### src/rtl/r_type_seq_ctrl.sv
// Multi-cycle fetch/decode/execute/write-back sequencer for the R-type CPU.
// Optional retire counter output enabled by defining RTYPE_RETIRE_CNT_EN.
module r_type_seq_ctrl #(
    parameter int unsigned     PC_W     = 32,
    parameter logic [PC_W-1:0] RESET_PC = {PC_W{1'b0}}
) (
    input  logic            clk,
    input  logic            rst_n,
    input  logic            start,
    input  logic            halt_req,
    output logic            imem_req,
    output logic [PC_W-1:0] imem_addr,
    input  logic            imem_ack,
    input  logic [31:0]     imem_rdata,
    output logic [4:0]      rs,
    output logic [4:0]      rt,
    output logic [4:0]      rd,
    output logic [2:0]      alu_op,
    output logic            rf_we,
    output logic [4:0]      rf_waddr,
    output logic [PC_W-1:0] pc,
    output logic            busy,
    output logic            trap
`ifdef RTYPE_RETIRE_CNT_EN
    ,
    output logic [31:0]     retire_cnt
`endif
);

    localparam int unsigned INSTR_W = 32;
    localparam int unsigned REG_W   = 5;
    localparam int unsigned ALU_W   = 3;
    localparam int unsigned OPC_W   = 6;

    typedef enum logic [2:0] {
        S_IDLE   = 3'd0,
        S_FETCH  = 3'd1,
        S_DECODE = 3'd2,
        S_EXEC   = 3'd3,
        S_WB     = 3'd4,
        S_TRAP   = 3'd5
    } state_t;

    state_t              state_q, state_d;
    logic [PC_W-1:0]     pc_q, pc_d;
    logic [INSTR_W-1:0]  ir_q, ir_d;

    logic                dec_legal;
    logic [ALU_W-1:0]    dec_op;

    logic                imem_req_d;
    logic [PC_W-1:0]     imem_addr_d;
    logic [ALU_W-1:0]    alu_op_d;
    logic                rf_we_d;
    logic [REG_W-1:0]    rf_waddr_d;
    logic                busy_d;
    logic                trap_d;

    // Maps the func field to {legal, alu_op}.
    function automatic logic [ALU_W:0] decode_func(input logic [5:0] func);
        logic [ALU_W:0] r;
        r = '0;
        case (func)
            6'b100000: r = {1'b1, 3'b100};
            6'b100010: r = {1'b1, 3'b101};
            6'b100100: r = {1'b1, 3'b000};
            6'b100101: r = {1'b1, 3'b001};
            6'b100110: r = {1'b1, 3'b010};
            6'b100111: r = {1'b1, 3'b011};
            6'b101011: r = {1'b1, 3'b110};
            6'b000100: r = {1'b1, 3'b111};
            default:   r = '0;
        endcase
        return r;
    endfunction

    // IR only changes on the FETCH->DECODE edge, so decoding ir_q is valid for DECODE/EXEC/WB.
    assign {dec_legal, dec_op} = decode_func(ir_q[5:0]);

    // The shamt field is not needed by this instruction subset.
    logic unused_shamt;
    assign unused_shamt = ^ir_q[10:6];

    // Next state plus next-cycle Moore outputs, so every output comes straight from a flop.
    always_comb begin
        state_d     = state_q;
        pc_d        = pc_q;
        ir_d        = ir_q;
        imem_req_d  = 1'b0;
        imem_addr_d = '0;
        alu_op_d    = '0;
        rf_we_d     = 1'b0;
        rf_waddr_d  = '0;
        busy_d      = 1'b0;
        trap_d      = 1'b0;

        case (state_q)
            S_IDLE: begin
                if (start) state_d = S_FETCH;
            end
            S_FETCH: begin
                if (imem_ack) begin
                    ir_d    = imem_rdata;
                    pc_d    = pc_q + PC_W'(4);
                    state_d = S_DECODE;
                end
            end
            S_DECODE: begin
                if (dec_legal && (ir_q[31:26] == OPC_W'(0))) state_d = S_EXEC;
                else                                         state_d = S_TRAP;
            end
            S_EXEC: state_d = S_WB;
            S_WB: begin
                if (halt_req) state_d = S_IDLE;
                else          state_d = S_FETCH;
            end
            S_TRAP: begin
                if (start) state_d = S_FETCH;
            end
            default: state_d = S_IDLE;
        endcase

        case (state_d)
            S_FETCH: begin
                imem_req_d  = 1'b1;
                imem_addr_d = pc_d;
                busy_d      = 1'b1;
            end
            S_DECODE: busy_d = 1'b1;
            S_EXEC: begin
                alu_op_d = dec_op;
                busy_d   = 1'b1;
            end
            S_WB: begin
                alu_op_d   = dec_op;
                rf_waddr_d = ir_d[15:11];
                rf_we_d    = (ir_d[15:11] != REG_W'(0));
                busy_d     = 1'b1;
            end
            S_TRAP:  trap_d = 1'b1;
            default: ;
        endcase
    end

    always_ff @(posedge clk or negedge rst_n) begin
        if (!rst_n) begin
            state_q   <= S_IDLE;
            pc_q      <= RESET_PC;
            ir_q      <= '0;
            imem_req  <= 1'b0;
            imem_addr <= '0;
            alu_op    <= '0;
            rf_we     <= 1'b0;
            rf_waddr  <= '0;
            busy      <= 1'b0;
            trap      <= 1'b0;
        end else begin
            state_q   <= state_d;
            pc_q      <= pc_d;
            ir_q      <= ir_d;
            imem_req  <= imem_req_d;
            imem_addr <= imem_addr_d;
            alu_op    <= alu_op_d;
            rf_we     <= rf_we_d;
            rf_waddr  <= rf_waddr_d;
            busy      <= busy_d;
            trap      <= trap_d;
        end
    end

    assign pc = pc_q;
    assign rs = ir_q[25:21];
    assign rt = ir_q[20:16];
    assign rd = ir_q[15:11];

`ifdef RTYPE_RETIRE_CNT_EN
    // Counts every WB cycle, including writes suppressed for r0.
    always_ff @(posedge clk or negedge rst_n) begin
        if (!rst_n)               retire_cnt <= '0;
        else if (state_q == S_WB) retire_cnt <= retire_cnt + 32'd1;
    end
`else
    // No retire counter in this build.
`endif

endmodule
### config.mk
export PLATFORM = sky130hd
export DESIGN_NAME = r_type_seq_ctrl
export DESIGN_NICKNAME = d
export VERILOG_FILES = /design/src/rtl/r_type_seq_ctrl.sv
export SDC_FILE = /design/constraint.sdc
export NUM_CORES = 1
export LEC_CHECK = 0
export ABC_AREA = 0
export BUFFER_PORTS_ARGS = -buffer_cell sky130_fd_sc_hd__clkbuf_2
export CORE_MARGIN = 8
export CORE_UTILIZATION = 39
export CTS_BUF_LIST = sky130_fd_sc_hd__clkbuf_4
export DETAILED_ROUTE_END_ITERATION = 10
export PLACE_DENSITY_LB_ADDON = 0.05
export SYNTH_ARGS = -nofsm -noshare
export SYNTH_HDL_FRONTEND = slang
export SYNTH_SLANG_ARGS = --single-unit
### constraint.sdc
create_clock -name clk -period 3.9 [get_ports clk]
set_input_delay 0.585 -clock clk [delete_from_list [all_inputs] [get_ports clk]]
set_output_delay 0.585 -clock clk [all_outputs]
set_load 0.01 [all_outputs]
==> flow_summary.ini, run 1 <==
[place]
hpwl_um = 7177
pre_cts_ws_ns = 1.341
placed_area_um2 = 4888
dp.cells = 634
place_congestion = 0.7890
portBuffers = 118

[layout]
layout_commonest_cell = clkbuf_2
fin_nets = 543
multi_input_area_um2 = 1515
areaGrowthSynthToFinish_pct = 16.38
final_area_um2 = 4986
diodes = 0
stdcell_count = 649
regArea_um2 = 2552
drive_gt1_share_pct = 27.90
fillCellCount = 1098
most-common-layout-cells = clkbuf_2 (117), dfrtp_1 (102), nand2_1 (90), and2_1 (25), xor2_1 (17)

[yosys]
synth-seq-area-share_pct = 59.58
async_flop_share_pct = 100.0
synth_flop_cell = dfrtp_1
synth-edff-count = 0
synthDistinctLibCells = 44
syn_area_um2 = 4284
synth_top_area_cell = dfrtp_1
synth.area.top_cells = dfrtp_1 (60%), nand2_1 (7.9%), and2_1 (3.7%), xor2_1 (3.5%), buf_4 (3.3%)
syn_inst = 404
synth_seq_cells = 102
synth_top_area_share_pct = 59.58
synth_area_per_cell_um2 = 10.60
yosysWarnings = 0

[drt]
routed-via-count = 3093
avgViaCountPerCell = 4.766
ant_nets = 0
wl_per_cell_um = 15.02
drt_iter0_markers = 127
drtPass1Iterations = 4
routed_wl_um = 9749
drc = 0

[worst_setup_path]
critPathRequiredTime_ns = 4.26
crit_path_end_kind = register
cp-start-kind = register
path_max_fanout = 30
crit_type = register to register
crit_arrival_ns = 2.83

[sta]
layout_min_cycle_time_ns = 2.472
slew_viol_final = 0
tightest_slew_ns = 0.8143
setup-violations-final = 0
relSlewSlack_pct = 45.63
grt_setup_unrepaired = no
fin_skew_ns = 0.01190
hold_viol_final = 0
fmax_mhz = 404.5
fin_crit_sh_pct = 63.39
timing.final.ws_setup_ns = 1.428
finalSetupTns_ns = 0

[clocking]
cts_tree = built
clock-sinks = 102
numCtsBuffers = 9
postCtsSetupBuffers = 0
ctsHoldBuffers = 0
root_buffer = clkbuf_4
clockBufferDepth = 2
clk_latency_ns = 0.43
cts_resized = 0
cts.clk_slew.worst_paths_ns = 0.14
htree_levels = 3

[grt]
grt_overflow = 0
gr-usage-all-layers_pct = 14.02
grt_pass1_wl_um = 16400
antenna_found_initial = 0
grt_max_degree = 52
first_global_vias = 3180

[power_and_ir_drop]
p_leak_nw = 2.680
peakVddDrop_mv = 0.2565
p_per_area_nw_per_um2 = 563.0

[run]
drv_cap = 0

[floorplanning]
fp.dieW_um = 120.8
fp-row-count = 38
die_area_um2 = 14600
coreArea_um2 = 10790
ios = 128
die_y_um = 120.8
start_util_pct = 39.69

[outcome]
status = complete, no violations

[worst_hold_path]
min_path_type = input port to asynchronous set/reset pin
power by group:
part           total (mW)  switching [mW]  internal (mW)
sequential           1.48           0.198           1.28
clock               0.453           0.317          0.135
combinational       0.879           0.525          0.354
total                2.81            1.04           1.77
per-layer routing:
metal	part of all wire, %	vias up	global-route usage, %
li1	-	1525	-
met2	44	92	21.01
met4	1.2	0	5.699
met5	0	-	0
met3	8.7	9	5.035
met1	46	1467	18.06
sequential cells by signal, indices dropped and copies added, names as in the netlist:
name and cells:
imem_req 1, trap 1, alu_op 3, rf_we 1, imem_addr 30, ir_q 27
pc 30, rf_waddr 5, state_q 3, busy 1
kinds of logic (layout without fill, tap and decap cells):
logic type / count (synthesis) / after routing / synth area share [%]
XOR/XNOR: 24 / 24 / 4.907
AO/OA/AOI/OAI: 29 / 29 / 4.177
other: 1 / 4 / 0.08753
adder cells (fa/ha/maj): 1 / 1 / 0.2920
flip-flops: 102 / 102 / 59.58
AND/OR/NAND/NOR: 199 / 199 / 23.77
multiplexers: 6 / 6 / 1.519
buffers and inverters: 42 / 144 / 5.666
synth_stat cells, drive strengths merged (6+ instances only):
master	number
or3	6
buf	27
clkbuf	7
nand3	11
xor2	17
nand4	8
o21ai	9
nand2	90
nor4	10
inv	8
and2	25
xnor2	7
nor2	9
dfrtp	102
a21oi	9
nor3	14
through the flow:
stage / hold WS, ns / total power [mW] / util, %
final: 0.1563 / 2.807 / 46.20
after CTS: 0.1470 / 2.876 / 46.20
after global placement: 0.4593 / 2.390 / 45.29
after detailed placement: 0.4643 / 2.409 / 45.29
after global routing: 0.1695 / 3.045 / 46.20
after floorplan: 0.2894 / 2.138 / -
critical path, stage by stage, from the launching register on:
cell,delay (ns)
dfrtp_1,0.53
nand4bb_4,0.58
or4_4,0.77
or3_1,0.36
a21oi_1,0.15
final timing paths:
path | start | end | slack [ns] | cells past startpoint
max in group asynchronous | rst_n | ir_q[11] | 2.86 | 2
worst max register to register | state_q[2] | imem_addr[13] | 1.43 | 4
worst min-delay path | rst_n | imem_addr[26] | 0.16 | 1
worst min register to register | ir_q[25] | ir_q[25] | 0.50 | 2
worst max-delay path | state_q[2] | imem_addr[13] | 1.43 | 4
min in group clk | imem_rdata[19] | ir_q[19] | 0.33 | 3
area by class of cell:
| cell class | count | share of cell area (%) |
|---|---|---|
| inverter | 8 | 0.6023 |
| multi-input combinational | 263 | 30.39 |
| sequential | 102 | 51.19 |
| tap | 140 | 3.513 |
| clock inverter | 4 | 0.3011 |
| timing repair buffer | 121 | 12.35 |
| clock buffer | 11 | 1.656 |
Power figures use the tool's default switching activity.
==> inputs of run 2 (changes only) <==
==> constraint.sdc (replaced) <==
create_clock -name clk -period 2.16 [get_ports clk]
set_input_delay 0.324 -clock clk [delete_from_list [all_inputs] [get_ports clk]]
set_output_delay 0.324 -clock clk [all_outputs]
set_load 0.01 [all_outputs]
==> flow_summary.ini, run 2 (synthesized netlist as in run 1, its figures left out) <==
[clocking]
clk_latency_ns = 0.44
numCtsBuffers = 9
htree_levels = 3
clock-sinks = 102
cts_tree = built
cts.clk_slew.worst_paths_ns = 0.15
root_buffer = clkbuf_4
clockBufferDepth = 2

[floorplanning]
die_area_um2 = 14600
start_util_pct = 39.69
fp.dieW_um = 120.8
ios = 128
coreArea_um2 = 10790
fp-row-count = 38
die_y_um = 120.8

[sta]
finalSetupTns_ns = 0
fmax_mhz = 493.4
setup-violations-final = 0
grt_setup_unrepaired = no
fin_skew_ns = 0.01528
whs_ns = 0.06412
timing.final.ws_setup_ns = 0.1333
tightest_slew_ns = 0.7542
hold_viol_final = 0
layout_min_cycle_time_ns = 2.027
relSlewSlack_pct = 49.08
slew_viol_final = 0
fin_crit_sh_pct = 93.83

[layout]
post-route-util_pct = 47.72
fin_nets = 555
most-common-layout-cells = clkbuf_2 (117), dfrtp_1 (102), nand2_1 (90), and2_1 (25), xor2_1 (17)
multi_input_area_um2 = 1515
drive_gt1_share_pct = 30.08
regArea_um2 = 2552
fillCellCount = 1021
layout_commonest_cell = clkbuf_2
diodes = 0
areaGrowthSynthToFinish_pct = 20.21

[worst_setup_path]
crit_path_end_kind = register
crit_arrival_ns = 2.38
path_max_fanout = 11
crit_type = register to register
cp-start-kind = register
critPathRequiredTime_ns = 2.52

[drt]
avgViaCountPerCell = 4.767
routed_wl_um = 9935
drc = 0
routed-via-count = 3156
wl_per_cell_um = 15.01
ant_nets = 0
drt_iter0_markers = 180
drtPass1Iterations = 4

[place]
pre_cts_ws_ns = 0.1603
hpwl_um = 7314
place_congestion = 0.7979
portBuffers = 118

[grt]
grt_pass1_wl_um = 16350
grt_overflow = 0
grt_max_degree = 42
first_global_vias = 3160
antenna_found_initial = 0
gr-usage-all-layers_pct = 14.04

[run]
drv_cap = 0

[power_and_ir_drop]
peakVddDrop_mv = 0.5024
p_per_area_nw_per_um2 = 1065
p_leak_nw = 2.765

[worst_hold_path]
min_path_type = input port to register

[outcome]
status = complete, no violations
## run 2: cell types whose count changed in the layout (fill, tap and decap cells not counted), sizes merged
| cell | delta |
|---|---|
| buf | +11 |
| clkinv | -1 |
| clkinvlp | +2 |
| bufinv | +2 |
| dlygate4sd3 | +1 |
| clkbuf | -2 |
## run 2: final timing paths
check                                from       endpoint  slack (ns)  cells after the start
setup / recovery               state_q[1]         pc[29]        0.13                      4
hold / removal             imem_rdata[23]       ir_q[23]        0.06                      3
setup reg to reg               state_q[1]         pc[29]        0.13                      4
hold reg to reg                  ir_q[17]       ir_q[17]        0.49                      2
max in group asynchronous           rst_n  imem_addr[29]        1.28                      3
min in group asynchronous           rst_n       ir_q[13]        0.32                      2
## run 2: worst max-delay path, cell delays in order, from the launching register on
cell and delay, ns:
dfrtp_1 0.51, nand4bb_4 0.27, or4_4 0.66, nor4_1 0.32, xor2_1 0.19
## run 2: where the power goes
| part | internal, mW | total (mW) | switching (mW) | leakage [nW] |
|---|---|---|---|---|
| registers | 2.31 | 2.61 | 0.306 | 1.35 |
| clock network | 0.462 | 1.07 | 0.610 | 0.0794 |
| logic | 0.753 | 1.80 | 1.04 | 1.33 |
## run 2: layout make-up
| cell class | count | area share, % |
|---|---|---|
| flip-flops and latches | 102 | 49.56 |
| clock inverters | 7 | 1.725 |
| repair buffers | 133 | 13.99 |
| clock buffers | 9 | 1.312 |
| inverters | 8 | 0.5831 |
| multi-input cells | 263 | 29.42 |
| well taps | 140 | 3.401 |
## run 2: through the flow
stage / power, mW / instance area, um2 / std cells
4_1_cts: 5.587 / 5150 / 662
2_1_floorplan: 3.861 / 4295 / 407
3_5_place_dp: 4.491 / 4984 / 645
3_3_place_gp: 4.454 / 4984 / 645
6_report: 5.482 / 5150 / 662
5_1_grt: 5.914 / 5150 / 662
## run 2: repair_timing
item	4_1_cts	5_1_grt
gates resized for setup	0	0
buffers inserted	0	0
endpoints found under the hold margin	23	0
hold buffers	1	0
endpoints found under the setup margin	0	0
## run 2: metal layers
metal	global-route usage, %	wire, um	part of all wire (%)
met1	18.29	4514	45
met2	20.77	4429	45
met3	5.128	843	8.5
met4	5.621	147	1.5
met5	0	0	0
==> inputs of run 3 (changes only) <==
--- a/config.mk
+++ b/config.mk
@@ -6,11 +6,11 @@
 export NUM_CORES = 1
 export LEC_CHECK = 0
 export ABC_AREA = 0
-export BUFFER_PORTS_ARGS = -buffer_cell sky130_fd_sc_hd__clkbuf_2
 export CORE_MARGIN = 8
 export CORE_UTILIZATION = 39
 export CTS_BUF_LIST = sky130_fd_sc_hd__clkbuf_4
 export DETAILED_ROUTE_END_ITERATION = 10
+export DONT_BUFFER_PORTS = 1
 export PLACE_DENSITY_LB_ADDON = 0.05
 export SYNTH_ARGS = -nofsm -noshare
 export SYNTH_HDL_FRONTEND = slang
==> flow_summary.ini, run 3 (synthesized netlist as in run 1, its figures left out) <==
[layout]
areaGrowthSynthToFinish_pct = 9.550
multi_input_area_um2 = 1515
final_area_um2 = 4693
regArea_um2 = 2552
fin_nets = 457
most-common-layout-cells = dfrtp_1 (102), nand2_1 (90), and2_1 (25), dlygate4sd3_1 (22), xor2_1 (17)
stdcell_count = 563
diodes = 0
fillCellCount = 1019
layout_commonest_cell = dfrtp_1
post-route-util_pct = 43.48
drive_gt1_share_pct = 8.511

[sta]
layout_min_cycle_time_ns = 1.998
fin_crit_sh_pct = 92.51
hold_viol_final = 102
fin_skew_ns = 0.01405
fmax_mhz = 500.5
finalSetupTns_ns = 0
grt_setup_unrepaired = no
relSlewSlack_pct = 50.56
whs_ns = -0.4329
timing.final.ws_setup_ns = 0.1619
tightest_slew_ns = 0.7323
setup-violations-final = 0
slew_viol_final = 0

[worst_setup_path]
critPathRequiredTime_ns = 2.52
crit_type = register to register
startpoint = state_q[2]
critPathBufInv = 0
crit_arrival_ns = 2.36
r2r_start = state_q[2]
crit_slowest_cell = or4_4
crit_path_end_kind = register
path_delay_family = simple AND/OR/NAND/NOR gates
critPathMaxStageDelay_ns = 0.67
path_max_fanout = 11
cp-start-kind = register
critical_path.cell_chain = nand4bb_4 > or4_4 > or3_1 > a21oi_1

[clocking]
cts.clk_slew.worst_paths_ns = 0.15
clock-sinks = 102
cts_resized = 0
clockBufferDepth = 2
numCtsBuffers = 9
root_buffer = clkbuf_4
postCtsSetupBuffers = 0
cts_tree = built
clk_latency_ns = 0.43
htree_levels = 3
ctsHoldBuffers = 22

[drt]
ant_nets = 0
avgViaCountPerCell = 5.062
routed-via-count = 2850
routed_wl_um = 9975
wl_per_cell_um = 17.72
drc = 0
drtPass1Iterations = 4
drt_iter0_markers = 141

[place]
placed_area_um2 = 4370
hpwl_um = 6783
dp.cells = 526
place_congestion = 0.7512
portBuffers = 0
pre_cts_ws_ns = 0.1807

[power_and_ir_drop]
peakVddDrop_mv = 0.4974
p_leak_nw = 2.304
p_per_area_nw_per_um2 = 1067
power_mw = 5.007

[floorplanning]
die_area_um2 = 14600
fp-row-count = 38
ios = 128
coreArea_um2 = 10790
start_util_pct = 39.69
fp.dieW_um = 120.8
die_y_um = 120.8

[outcome]
violations = hold timing
status = finished with violations

[grt]
first_global_vias = 2945
grt_max_degree = 103
grt_pass1_wl_um = 16350
grt_overflow = 0
antenna_found_initial = 0
gr-usage-all-layers_pct = 14.31

[run]
drv_cap = 0

[worst_hold_path]
min_path_type = input port to asynchronous set/reset pin
-- run 3: cell types whose count changed in the layout (fill, tap and decap cells not counted) --
cell           delta
dlygate4sd3_1    +21
clkbuf_4          +3
clkinv_1          +1
clkinv_2          -1
buf_4             -1
clkinvlp_4        -2
bufinv_16         -2
clkbuf_2        -117
buf_12            -1
-- run 3: final cells by class --
cell class              count  share of cell area, %
repair buffers             35                  6.772
clock buffers              12                  1.919
multi-input cells         263                  32.28
flip-flops and latches    102                  54.39
clock inverters             3                 0.2666
inverters                   8                 0.6398
well taps                 140                  3.732
-- run 3: report_power, final --
part	internal, mW	switching, mW	total [mW]
registers	2.31	0.456	2.77
clock network	0.263	0.586	0.849
logic	0.586	0.805	1.39
total	3.16	1.85	5.01
-- run 3: path summary, 6_finish.rpt --
path                                  to  slack [ns]  cells past startpoint
setup / recovery           imem_addr[13]        0.16                      4
hold / removal             imem_addr[19]       -0.43                      0
setup reg to reg           imem_addr[13]        0.16                      4
hold reg to reg                 ir_q[31]        0.50                      2
max in group asynchronous        ir_q[2]        2.43                      0
min in group clk                ir_q[13]        0.08                      1
-- run 3: routing by layer --
| metal | part of all wire (%) | vias to the layer above | global-route usage (%) |
|---|---|---|---|
| met5 | 0 | - | 0 |
| met4 | 0.59 | 0 | 4.684 |
| met3 | 9.6 | 4 | 6.014 |
| met2 | 46 | 91 | 21.60 |
| met1 | 44 | 1390 | 18.16 |
| li1 | - | 1365 | - |
